==> config.mk <==
export PLATFORM = sky130hd
export DESIGN_NAME = axil_vf_regfile
export DESIGN_NICKNAME = d
export VERILOG_FILES = /design/src/rtl/axil_vf_pkg.sv /design/src/rtl/axil_vf_wr_join.sv /design/src/rtl/axil_vf_regfile.sv
export SDC_FILE = /design/constraint.sdc
export NUM_CORES = 2
export LEC_CHECK = 0
export BUFFER_PORTS_ARGS = -buffer_cell sky130_fd_sc_hd__buf_2
export CORE_AREA = 5 5 465 467
export CTS_CLUSTER_DIAMETER = 60
export DETAILED_ROUTE_END_ITERATION = 8
export DIE_AREA = 0 0 470 472
export PLACE_DENSITY = 0.4
export SLEW_MARGIN = 15
export SYNTH_ARGS = -nofsm -noshare
export SYNTH_HDL_FRONTEND = slang
export SYNTH_HIERARCHICAL = 1
export SYNTH_SLANG_ARGS = --single-unit
==> constraint.sdc <==
create_clock -name clk -period 2.15 [get_ports clk]
set_clock_uncertainty 0.1 [all_clocks]
set_input_delay 0.215 -clock clk [delete_from_list [all_inputs] [get_ports clk]]
set_output_delay 0.215 -clock clk [all_outputs]
set_load 0.01 [all_outputs]
==> src/rtl/axil_vf_pkg.sv <==
// axil_vf_pkg: shared definitions for the per-function AXI-lite slaves.
//   RESP_OKAY / RESP_SLVERR : AXI response codes
//   func_id_t               : function ID carried on awuser/aruser
//   strb_merge()            : byte-enable merge of new data onto old data,
//                             sized for the widest supported data bus;
//                             callers size-cast in and out.
package axil_vf_pkg;

  localparam logic [1:0] RESP_OKAY   = 2'b00;
  localparam logic [1:0] RESP_SLVERR = 2'b10;

  localparam int FUNC_ID_W = 8;
  typedef logic [FUNC_ID_W-1:0] func_id_t;

  localparam int MERGE_W  = 256;
  localparam int MERGE_SW = MERGE_W / 8;

  function automatic logic [MERGE_W-1:0] strb_merge(
    input logic [MERGE_W-1:0]  old_v,
    input logic [MERGE_W-1:0]  new_v,
    input logic [MERGE_SW-1:0] strb
  );
    logic [MERGE_W-1:0] m;
    m = old_v;
    for (int b = 0; b < MERGE_SW; b++)
      if (strb[b]) m[b*8 +: 8] = new_v[b*8 +: 8];
    return m;
  endfunction

endpackage

==> src/rtl/axil_vf_wr_join.sv <==
// axil_vf_wr_join: joins independent AW and W beats into one write command.
//   AW/W in    : each beat is captured into a holding register; its ready
//                drops while held and returns once the B handshake completes.
//   wr_exec    : one-cycle strobe, both beats held and no B pending.
//   wr_addr/user/prot/data/strb : the held beat contents.
//   wr_resp in : response decided by the consumer for the executing write.
//   B out      : bvalid rises the cycle after wr_exec, holds until bready.
module axil_vf_wr_join #(
  parameter int ADDR_WIDTH = 16,
  parameter int DATA_WIDTH = 32,
  parameter int STRB_WIDTH = DATA_WIDTH / 8,
  parameter int USER_WIDTH = 8
) (
  input  logic                  clk,
  input  logic                  rst_n,
  input  logic [ADDR_WIDTH-1:0] awaddr,
  input  logic [USER_WIDTH-1:0] awuser,
  input  logic [2:0]            awprot,
  input  logic                  awvalid,
  output logic                  awready,
  input  logic [DATA_WIDTH-1:0] wdata,
  input  logic [STRB_WIDTH-1:0] wstrb,
  input  logic                  wvalid,
  output logic                  wready,
  output logic [1:0]            bresp,
  output logic                  bvalid,
  input  logic                  bready,
  output logic                  wr_exec,
  output logic [ADDR_WIDTH-1:0] wr_addr,
  output logic [USER_WIDTH-1:0] wr_user,
  output logic [2:0]            wr_prot,
  output logic [DATA_WIDTH-1:0] wr_data,
  output logic [STRB_WIDTH-1:0] wr_strb,
  input  logic [1:0]            wr_resp
);

  logic aw_held, w_held;

  assign awready = !aw_held;
  assign wready  = !w_held;
  assign wr_exec = aw_held & w_held & !bvalid;

  always_ff @(posedge clk or negedge rst_n) begin
    if (!rst_n) begin
      aw_held <= 1'b0;
      w_held  <= 1'b0;
      wr_addr <= '0;
      wr_user <= '0;
      wr_prot <= '0;
      wr_data <= '0;
      wr_strb <= '0;
      bvalid  <= 1'b0;
      bresp   <= '0;
    end else begin
      if (awvalid && awready) begin
        aw_held <= 1'b1;
        wr_addr <= awaddr;
        wr_user <= awuser;
        wr_prot <= awprot;
      end
      if (wvalid && wready) begin
        w_held  <= 1'b1;
        wr_data <= wdata;
        wr_strb <= wstrb;
      end
      // Beats stay held while B is pending so only one write is in flight.
      if (wr_exec) begin
        bvalid <= 1'b1;
        bresp  <= wr_resp;
      end else if (bvalid && bready) begin
        bvalid  <= 1'b0;
        aw_held <= 1'b0;
        w_held  <= 1'b0;
      end
    end
  end

endmodule

==> src/rtl/axil_vf_regfile.sv <==
// axil_vf_regfile: AXI-lite register slave with one bank of REG_COUNT
// registers per PCIe function; bank chosen by awuser/aruser, register by
// address bits [ADDR_LSB +: log2(REG_COUNT)]. Out-of-range function IDs get
// SLVERR (reads return 0).
//   s_axil_*     : AXI-lite slave (AW/W/B/AR/R)
//   reg_out      : all registers, bank f reg r at (f*REG_COUNT+r)*DATA_WIDTH
//   reg_wr_pulse : one-cycle pulse per register on an OKAY write, aligned
//                  with the first cycle reg_out shows the new value
// Optional build macro AXIL_VF_REGFILE_PROT_CHECK_EN: register 0 of every
// bank only accepts privileged writes (awprot[0]=1); others get SLVERR.
module axil_vf_regfile
  import axil_vf_pkg::*;
#(
  parameter int DATA_WIDTH        = 32,
  parameter int ADDR_WIDTH        = 16,
  parameter int STRB_WIDTH        = DATA_WIDTH / 8,
  parameter int FUNCTION_ID_WIDTH = 8,
  parameter int FUNC_COUNT        = 4,
  parameter int REG_COUNT         = 8
) (
  input  logic                                     clk,
  input  logic                                     rst_n,
  input  logic [ADDR_WIDTH-1:0]                    s_axil_awaddr,
  input  logic [FUNCTION_ID_WIDTH-1:0]             s_axil_awuser,
  input  logic [2:0]                               s_axil_awprot,
  input  logic                                     s_axil_awvalid,
  output logic                                     s_axil_awready,
  input  logic [DATA_WIDTH-1:0]                    s_axil_wdata,
  input  logic [STRB_WIDTH-1:0]                    s_axil_wstrb,
  input  logic                                     s_axil_wvalid,
  output logic                                     s_axil_wready,
  output logic [1:0]                               s_axil_bresp,
  output logic                                     s_axil_bvalid,
  input  logic                                     s_axil_bready,
  input  logic [ADDR_WIDTH-1:0]                    s_axil_araddr,
  input  logic [FUNCTION_ID_WIDTH-1:0]             s_axil_aruser,
  input  logic [2:0]                               s_axil_arprot,
  input  logic                                     s_axil_arvalid,
  output logic                                     s_axil_arready,
  output logic [DATA_WIDTH-1:0]                    s_axil_rdata,
  output logic [1:0]                               s_axil_rresp,
  output logic                                     s_axil_rvalid,
  input  logic                                     s_axil_rready,
  output logic [FUNC_COUNT*REG_COUNT*DATA_WIDTH-1:0] reg_out,
  output logic [FUNC_COUNT*REG_COUNT-1:0]          reg_wr_pulse
);

  localparam int ADDR_LSB = $clog2(STRB_WIDTH);
  localparam int IDX_W    = $clog2(REG_COUNT);
  // One extra bit so the ID compare is at full width with no aliasing.
  localparam logic [FUNCTION_ID_WIDTH:0] FUNC_LIM = (FUNCTION_ID_WIDTH+1)'(FUNC_COUNT);

  logic [FUNC_COUNT-1:0][REG_COUNT-1:0][DATA_WIDTH-1:0] regs;

  logic                         wr_exec;
  logic [ADDR_WIDTH-1:0]        wr_addr;
  logic [FUNCTION_ID_WIDTH-1:0] wr_user;
  logic [2:0]                   wr_prot;
  logic [DATA_WIDTH-1:0]        wr_data;
  logic [STRB_WIDTH-1:0]        wr_strb;
  logic [1:0]                   wr_resp;
  logic [IDX_W-1:0]             wr_idx;
  logic                         id_ok, prot_ok, wr_ok;

  axil_vf_wr_join #(
    .ADDR_WIDTH (ADDR_WIDTH),
    .DATA_WIDTH (DATA_WIDTH),
    .STRB_WIDTH (STRB_WIDTH),
    .USER_WIDTH (FUNCTION_ID_WIDTH)
  ) u_wr_join (
    .clk     (clk),
    .rst_n   (rst_n),
    .awaddr  (s_axil_awaddr),
    .awuser  (s_axil_awuser),
    .awprot  (s_axil_awprot),
    .awvalid (s_axil_awvalid),
    .awready (s_axil_awready),
    .wdata   (s_axil_wdata),
    .wstrb   (s_axil_wstrb),
    .wvalid  (s_axil_wvalid),
    .wready  (s_axil_wready),
    .bresp   (s_axil_bresp),
    .bvalid  (s_axil_bvalid),
    .bready  (s_axil_bready),
    .wr_exec (wr_exec),
    .wr_addr (wr_addr),
    .wr_user (wr_user),
    .wr_prot (wr_prot),
    .wr_data (wr_data),
    .wr_strb (wr_strb),
    .wr_resp (wr_resp)
  );

  assign wr_idx = wr_addr[ADDR_LSB +: IDX_W];
  assign id_ok  = {1'b0, wr_user} < FUNC_LIM;

`ifdef AXIL_VF_REGFILE_PROT_CHECK_EN
  assign prot_ok = (wr_idx != '0) || wr_prot[0];
`else
  assign prot_ok = 1'b1;
`endif

  assign wr_ok   = id_ok & prot_ok;
  assign wr_resp = wr_ok ? RESP_OKAY : RESP_SLVERR;

  // Register storage: one flop group per (bank, reg); upper address bits
  // are not decoded, the crossbar already selected this region.
  for (genvar f = 0; f < FUNC_COUNT; f++) begin : g_bank
    for (genvar r = 0; r < REG_COUNT; r++) begin : g_reg
      logic [DATA_WIDTH-1:0] q;
      logic                  p;
      logic                  hit;

      assign hit = wr_exec & wr_ok & (wr_user == FUNCTION_ID_WIDTH'(f)) &
                   (wr_idx == IDX_W'(r));

      always_ff @(posedge clk or negedge rst_n) begin
        if (!rst_n) begin
          q <= '0;
          p <= 1'b0;
        end else begin
          p <= hit;
          if (hit)
            q <= DATA_WIDTH'(strb_merge(MERGE_W'(q), MERGE_W'(wr_data), MERGE_SW'(wr_strb)));
        end
      end

      assign regs[f][r]                  = q;
      assign reg_wr_pulse[f*REG_COUNT+r] = p;
    end
  end

  assign reg_out = regs;

  // Read path: registered R beat, sampled from current register contents,
  // so a write executing in the same cycle is not yet visible.
  logic [IDX_W-1:0]      rd_idx;
  logic [DATA_WIDTH-1:0] rd_val;
  logic                  rd_ok;

  assign rd_idx         = s_axil_araddr[ADDR_LSB +: IDX_W];
  assign rd_ok          = {1'b0, s_axil_aruser} < FUNC_LIM;
  assign s_axil_arready = !s_axil_rvalid || s_axil_rready;

  always_comb begin
    rd_val = '0;
    for (int f = 0; f < FUNC_COUNT; f++)
      for (int r = 0; r < REG_COUNT; r++)
        if (s_axil_aruser == FUNCTION_ID_WIDTH'(f) && rd_idx == IDX_W'(r))
          rd_val = regs[f][r];
  end

  always_ff @(posedge clk or negedge rst_n) begin
    if (!rst_n) begin
      s_axil_rvalid <= 1'b0;
      s_axil_rdata  <= '0;
      s_axil_rresp  <= '0;
    end else if (s_axil_arvalid && s_axil_arready) begin
      s_axil_rvalid <= 1'b1;
      s_axil_rdata  <= rd_ok ? rd_val : '0;
      s_axil_rresp  <= rd_ok ? RESP_OKAY : RESP_SLVERR;
    end else if (s_axil_rready) begin
      s_axil_rvalid <= 1'b0;
    end
  end

  logic unused_ok;
  assign unused_ok = ^{s_axil_arprot, s_axil_araddr, wr_addr, wr_prot};

endmodule

Word-level counts from Yosys, hierarchy flattened
Index checks and enable logic that the tools add are counted.

Register bits: 1145. Input bits: 97. Output and inout bits: 1097. Logic and storage cells: 452.

Order comparisons: 2. Equality and inequality tests: 20. Mux-type cells: 45. Bitwise gates (word level): 39. Reduce and logical (&&, ||, !) cells: 175.

Operators by type and width (count): 2-to-1 mux 32 bit (33); AND reduction 2 bit (128); bitwise AND 1 bit (39); logical AND 1 bit (36); == test 8 x 2 -> 1 bit (second input constant) (4); == test 3 bit (second input constant) (8); == test 8 x 1 -> 1 bit (second input constant) (2); zero test 8 bit (2); < comparator 8 x 3 -> 1 bit (second input constant) (2); == test 3 x 2 -> 1 bit (second input constant) (4); 2-to-1 mux 1 bit (10); == test 3 x 1 -> 1 bit (second input constant) (2); zero test 3 bit (2); zero test 1 bit (4); 2-to-1 mux 2 bit (2); nonzero test 2 bit (2); logical OR 1 bit (1).

Logic depth before layout (Yosys ltp)
Word-level depth: 35. Gate-level depth with buffers: 11. Gate-level depth less buffers: 8.

Cells and area by module
The synthesis kept the hierarchy.

Modules (own cells, without submodules): axil_vf_regfile (instances 1, cells each 3776, area an instance 48913.2 um^2, sequential area each 27276.2 um^2); axil_vf_wr_join (instances 1, cells each 152, area an instance 2793.9 um^2, sequential area each 1701.6 um^2).

Worst setup path before layout
No wires, ideal clock.

Path kind: input -> register. Start: input port s_axil_araddr[2]. End: register s_axil_rdata[5]. Setup time: 0.139 ns. Data arrival time: 2.055 ns. Required time: 1.911 ns. Setup slack: -0.145 ns. Stages on the path: 10. Buffers on the path: 3. Cell sequence: clkbuf_1 buf_4 buf_2 mux2_2 a22oi_1 nor2_1 a2111oi_0 nand4_1 a21oi_1 o221ai_1.

Word-level cells in the longest chain between the ends: 35. Elaborated cells on any way between the ends: 73.

RTL lines: from (decl) (RTL line axil_vf_regfile.sv:35) `input logic [ADDR_WIDTH-1:0] s_axil_araddr,`; zero test 3 bit (RTL line axil_vf_regfile.sv:149) `if (s_axil_aruser == FUNCTION_ID_WIDTH'(f) && rd_idx == IDX_W'(r))`; logical AND 1 bit (RTL line axil_vf_regfile.sv:149); 2-to-1 mux 32 bit (31 in series) (RTL line axil_vf_regfile.sv:149); 2-to-1 mux 32 bit * (RTL line axil_vf_regfile.sv:149); 2-to-1 mux 32 bit * (RTL line axil_vf_regfile.sv:160) `s_axil_rdata <= rd_ok ? rd_val : '0;`; to (signal assigned) (RTL line axil_vf_regfile.sv:160); to (decl) (RTL line axil_vf_regfile.sv:40) `output logic [DATA_WIDTH-1:0] s_axil_rdata,`.

Every way passes the cells marked *; elsewhere a longest branch is shown, timed or not. A chain may end at the register's enable or synchronous reset.

Worst setup path in the final report
Start: register u_wr_join.wr_user[7]. End: register g_bank[0].g_reg[6].q[17].

Word-level cells in the longest chain between the ends: 5. Elaborated cells on any way between the ends: 6.

RTL lines: from (decl) (RTL line axil_vf_wr_join.sv:30) `output logic [USER_WIDTH-1:0] wr_user,`; from (signal assigned) (RTL line axil_vf_wr_join.sv:58) `wr_user <= awuser;`; < comparator 8 x 3 -> 1 bit (RTL line axil_vf_regfile.sv:95) `assign id_ok = {1'b0, wr_user} < FUNC_LIM;`; bitwise AND 1 bit (RTL line axil_vf_regfile.sv:114) `assign hit = wr_exec & wr_ok & (wr_user == FUNCTION_ID_WIDTH'(f)) &`; bitwise AND 1 bit * (2 in series) (RTL line axil_vf_regfile.sv:114); AND reduction 2 bit (no line) *; to (signal assigned) (RTL line axil_vf_regfile.sv:124) `q <= DATA_WIDTH'(strb_merge(MERGE_W'(q), MERGE_W'(wr_data), MERGE_SW'(wr_strb)));`; to (decl) (RTL line axil_vf_regfile.sv:110) `logic [DATA_WIDTH-1:0] q;`.

Marks and branches as above.

==> results_dict.tcl <==
set metrics [dict create \
    swShare_pct 32.5 \
    worstSkewPairLatency_ns 0.85 \
    clkTransAtPathRegs_ns 0.06 \
    clock-root-buffer "clkbuf_16" \
    cts.sinks 1142 \
    dp_cells 8351 \
    cts_tree "yes" \
    final_common_cell "buf_2" \
    setup-violations-final 1046 \
    wl_met2_mm 165 \
    dp_slack_ns -1.14 \
    p_leak_nw 39.6 \
    violations "setup timing" \
    min_period_ns 2.54 \
    critPathBufInv 4 \
    relSlewSlack_pct 40.0 \
    dp_hpwl_mm 292 \
    grt_pass1_wl_mm 479 \
    tightest_slew_ns 0.900 \
    grt_pass1_vias 46745 \
    drive_above_1_share_pct 59.6 \
    combPwrFrac_pct 18.6 \
    synth_warnings 6 \
    drv_slew 0 \
    min_path_type "in2reg" \
    path_class "reg2reg" \
    setup_ws_ns -0.393 \
    fmax_ghz 0.393 \
    coreArea_um2 211000 \
    route.layer.met1.wl_mm 151 \
    h-tree-depth 4 \
    fin_nets 5856 \
    die_h_um 472 \
    vias_per_cell 5.31 \
    rsz0062_at_grt "yes" \
    cp-start-kind "register" \
    gp_congestion 0.926 \
    met3_length_mm 32.8 \
    die-width_um 470 \
    synth_area_um2 51100 \
    p_int_mw 41.4 \
    path_cells "nor4_4 > nand3_4 > buf_6 > nor3_4 > buf_12 > clkbuf_16 > and3_4 > buf_12 > mux2_2" \
    grt_max_degree 116 \
    p_sw_mw 19.9 \
    avgSynthCellArea_um2 13.1 \
    first_pass_iters 6 \
    hold_violations 0 \
    wl_per_cell_um 42.5 \
    syn_to_final_growth_pct 48.7 \
    io_buffers 1160 \
    cts_buffers 151 \
    top_layer "met5" \
    critPathCaptureType "register" \
    detail-route-antenna-nets 0 \
    outcome "finished, violations left" \
    fill_cells 21094 \
    antenna_found_initial 23 \
    cpMaxStageDelayCell "dfrtp_1" \
    multi_input_area_um2 22700 \
    arrival_ns 3.16 \
    p_clk_share_pct 42.4 \
    crit_family "simple AND/OR/NAND/NOR gates" \
    synthCells 3896 \
    totalWireLength_mm 370 \
    ff_latch_area_um2 28600 \
    seq_power_share_pct 39.0 \
    max-clock-path-buffers 3 \
    track_usage_pct 32.1 \
    final_cell_mix "buf_2, dfrtp_1, mux2_2" \
    boundaryPins 1194 \
    powerDensity_nw_per_um2 808 \
    dr_total_vias 46252 \
    peakVddDrop_mv 0.910 \
    fin_cells 8706 \
    path_max_fanout 8 \
    critical_path_required_ns 2.77 \
    cp_slowest_stage_delay_ns 0.41 \
    std_cell_rows 169 \
    drv_cap 0 \
    crit_top_cell "buf_12" \
    grt_overflow 0 \
    initial_utilization_pct 24.2 \
    fin_crit_sh_pct 118 \
    drt-initial-drc-count 4394 \
    dieArea_um2 222000 \
    post-route-drc-count 0 \
]
-- area by class of cell --
cell class,count,share of cell area [%]
Sequential cell,1142,37.6
Antenna cell,12,0.0395
Timing Repair Buffer,2048,21.0
Tap cell,2821,4.65
Inverter,14,0.0692
Multi-Input combinational cell,2402,29.9
Clock buffer,209,5.72
Clock inverter,58,0.959
-- power by group through the flow --
stage	Combinational, mW	Clock, mW	Sequential (mW)
2_1_floorplan	4.15	0	23.8
3_3_place_gp	10.4	0	24.2
3_5_place_dp	10.5	0	24.2
4_1_cts	11.2	26.3	23.9
5_1_grt	11.9	27.2	24.0
6_report	11.4	26.0	23.9
-- metal layers --
metal | track usage, % | vias up
met5 | 0 | -
met4 | 14.5 | 6
met3 | 10.1 | 591
met2 | 50.4 | 2503
met1 | 40.6 | 24837
li1 | - | 18315
-- flip-flops by register name (all words and copies together), names as in the netlist --
| name | cells |
|---|---|
| g_bank.g.q | 1024 |
| s_axil_rvalid | 1 |
| u_wr_join/bresp | 2 |
| u_wr_join/w_held | 1 |
| u_wr_join/wr_user | 8 |
| u_wr_join/aw_held | 1 |
| s_axil_rresp | 1 |
| u_wr_join/wr_strb | 4 |
| u_wr_join/bvalid | 1 |
| s_axil_rdata | 32 |
| g_bank.g.p | 32 |
| u_wr_join/wr_addr | 3 |
| u_wr_join/wr_data | 32 |
-- final timing paths --
check | startpoint | endpoint | slack [ns] | cells past startpoint
min in group asynchronous | rst_n | g_bank[0].g_reg[3].q[5] | 0.09 | 3
min | s_axil_wdata[9] | u_wr_join/wr_data[9] | 0.05 | 3
min reg2reg | s_axil_rdata[26] | s_axil_rdata[26] | 0.40 | 2
max reg2reg | u_wr_join/wr_user[7] | g_bank[0].g_reg[6].q[17] | -0.39 | 9
max | u_wr_join/wr_user[7] | g_bank[0].g_reg[6].q[17] | -0.39 | 9
max in group asynchronous | rst_n | g_bank[3].g_reg[5].q[20] | 1.02 | 3
-- stage by stage --
stage	total power, mW	hold slack (ns)	area, um^2	utilization (%)	TNS (ns)
2_1_floorplan	27.9	-0.181	51400	-	-8.93
3_5_place_dp	34.7	0.335	68200	32.3	-434.63
6_report	61.4	0.0488	75900	35.9	-286.86
5_1_grt	63.1	0.0400	75900	35.9	-397.35
3_3_place_gp	34.6	0.332	68200	32.3	-445.98
4_1_cts	61.4	0.000839	75200	35.6	-316.45
-- what timing repair did --
action,4_1_cts,5_1_grt
buffers inserted,9,2
gates resized for setup,311,154
pin swaps,15,18
cloned,2,1
endpoints found under the hold margin,1193,0
setup endpoints to repair,1045,1050
hold buffers,66,0
-- worst reg2reg max path, delay by kind of cell (launching register included) --
family	cells	cell delay [ns]
buffers and inverters	4	0.72
multiplexers	1	0.36
AND/OR/NAND/NOR	4	0.87
flip-flops	1	0.41
(Power assumes the default switching activity.)
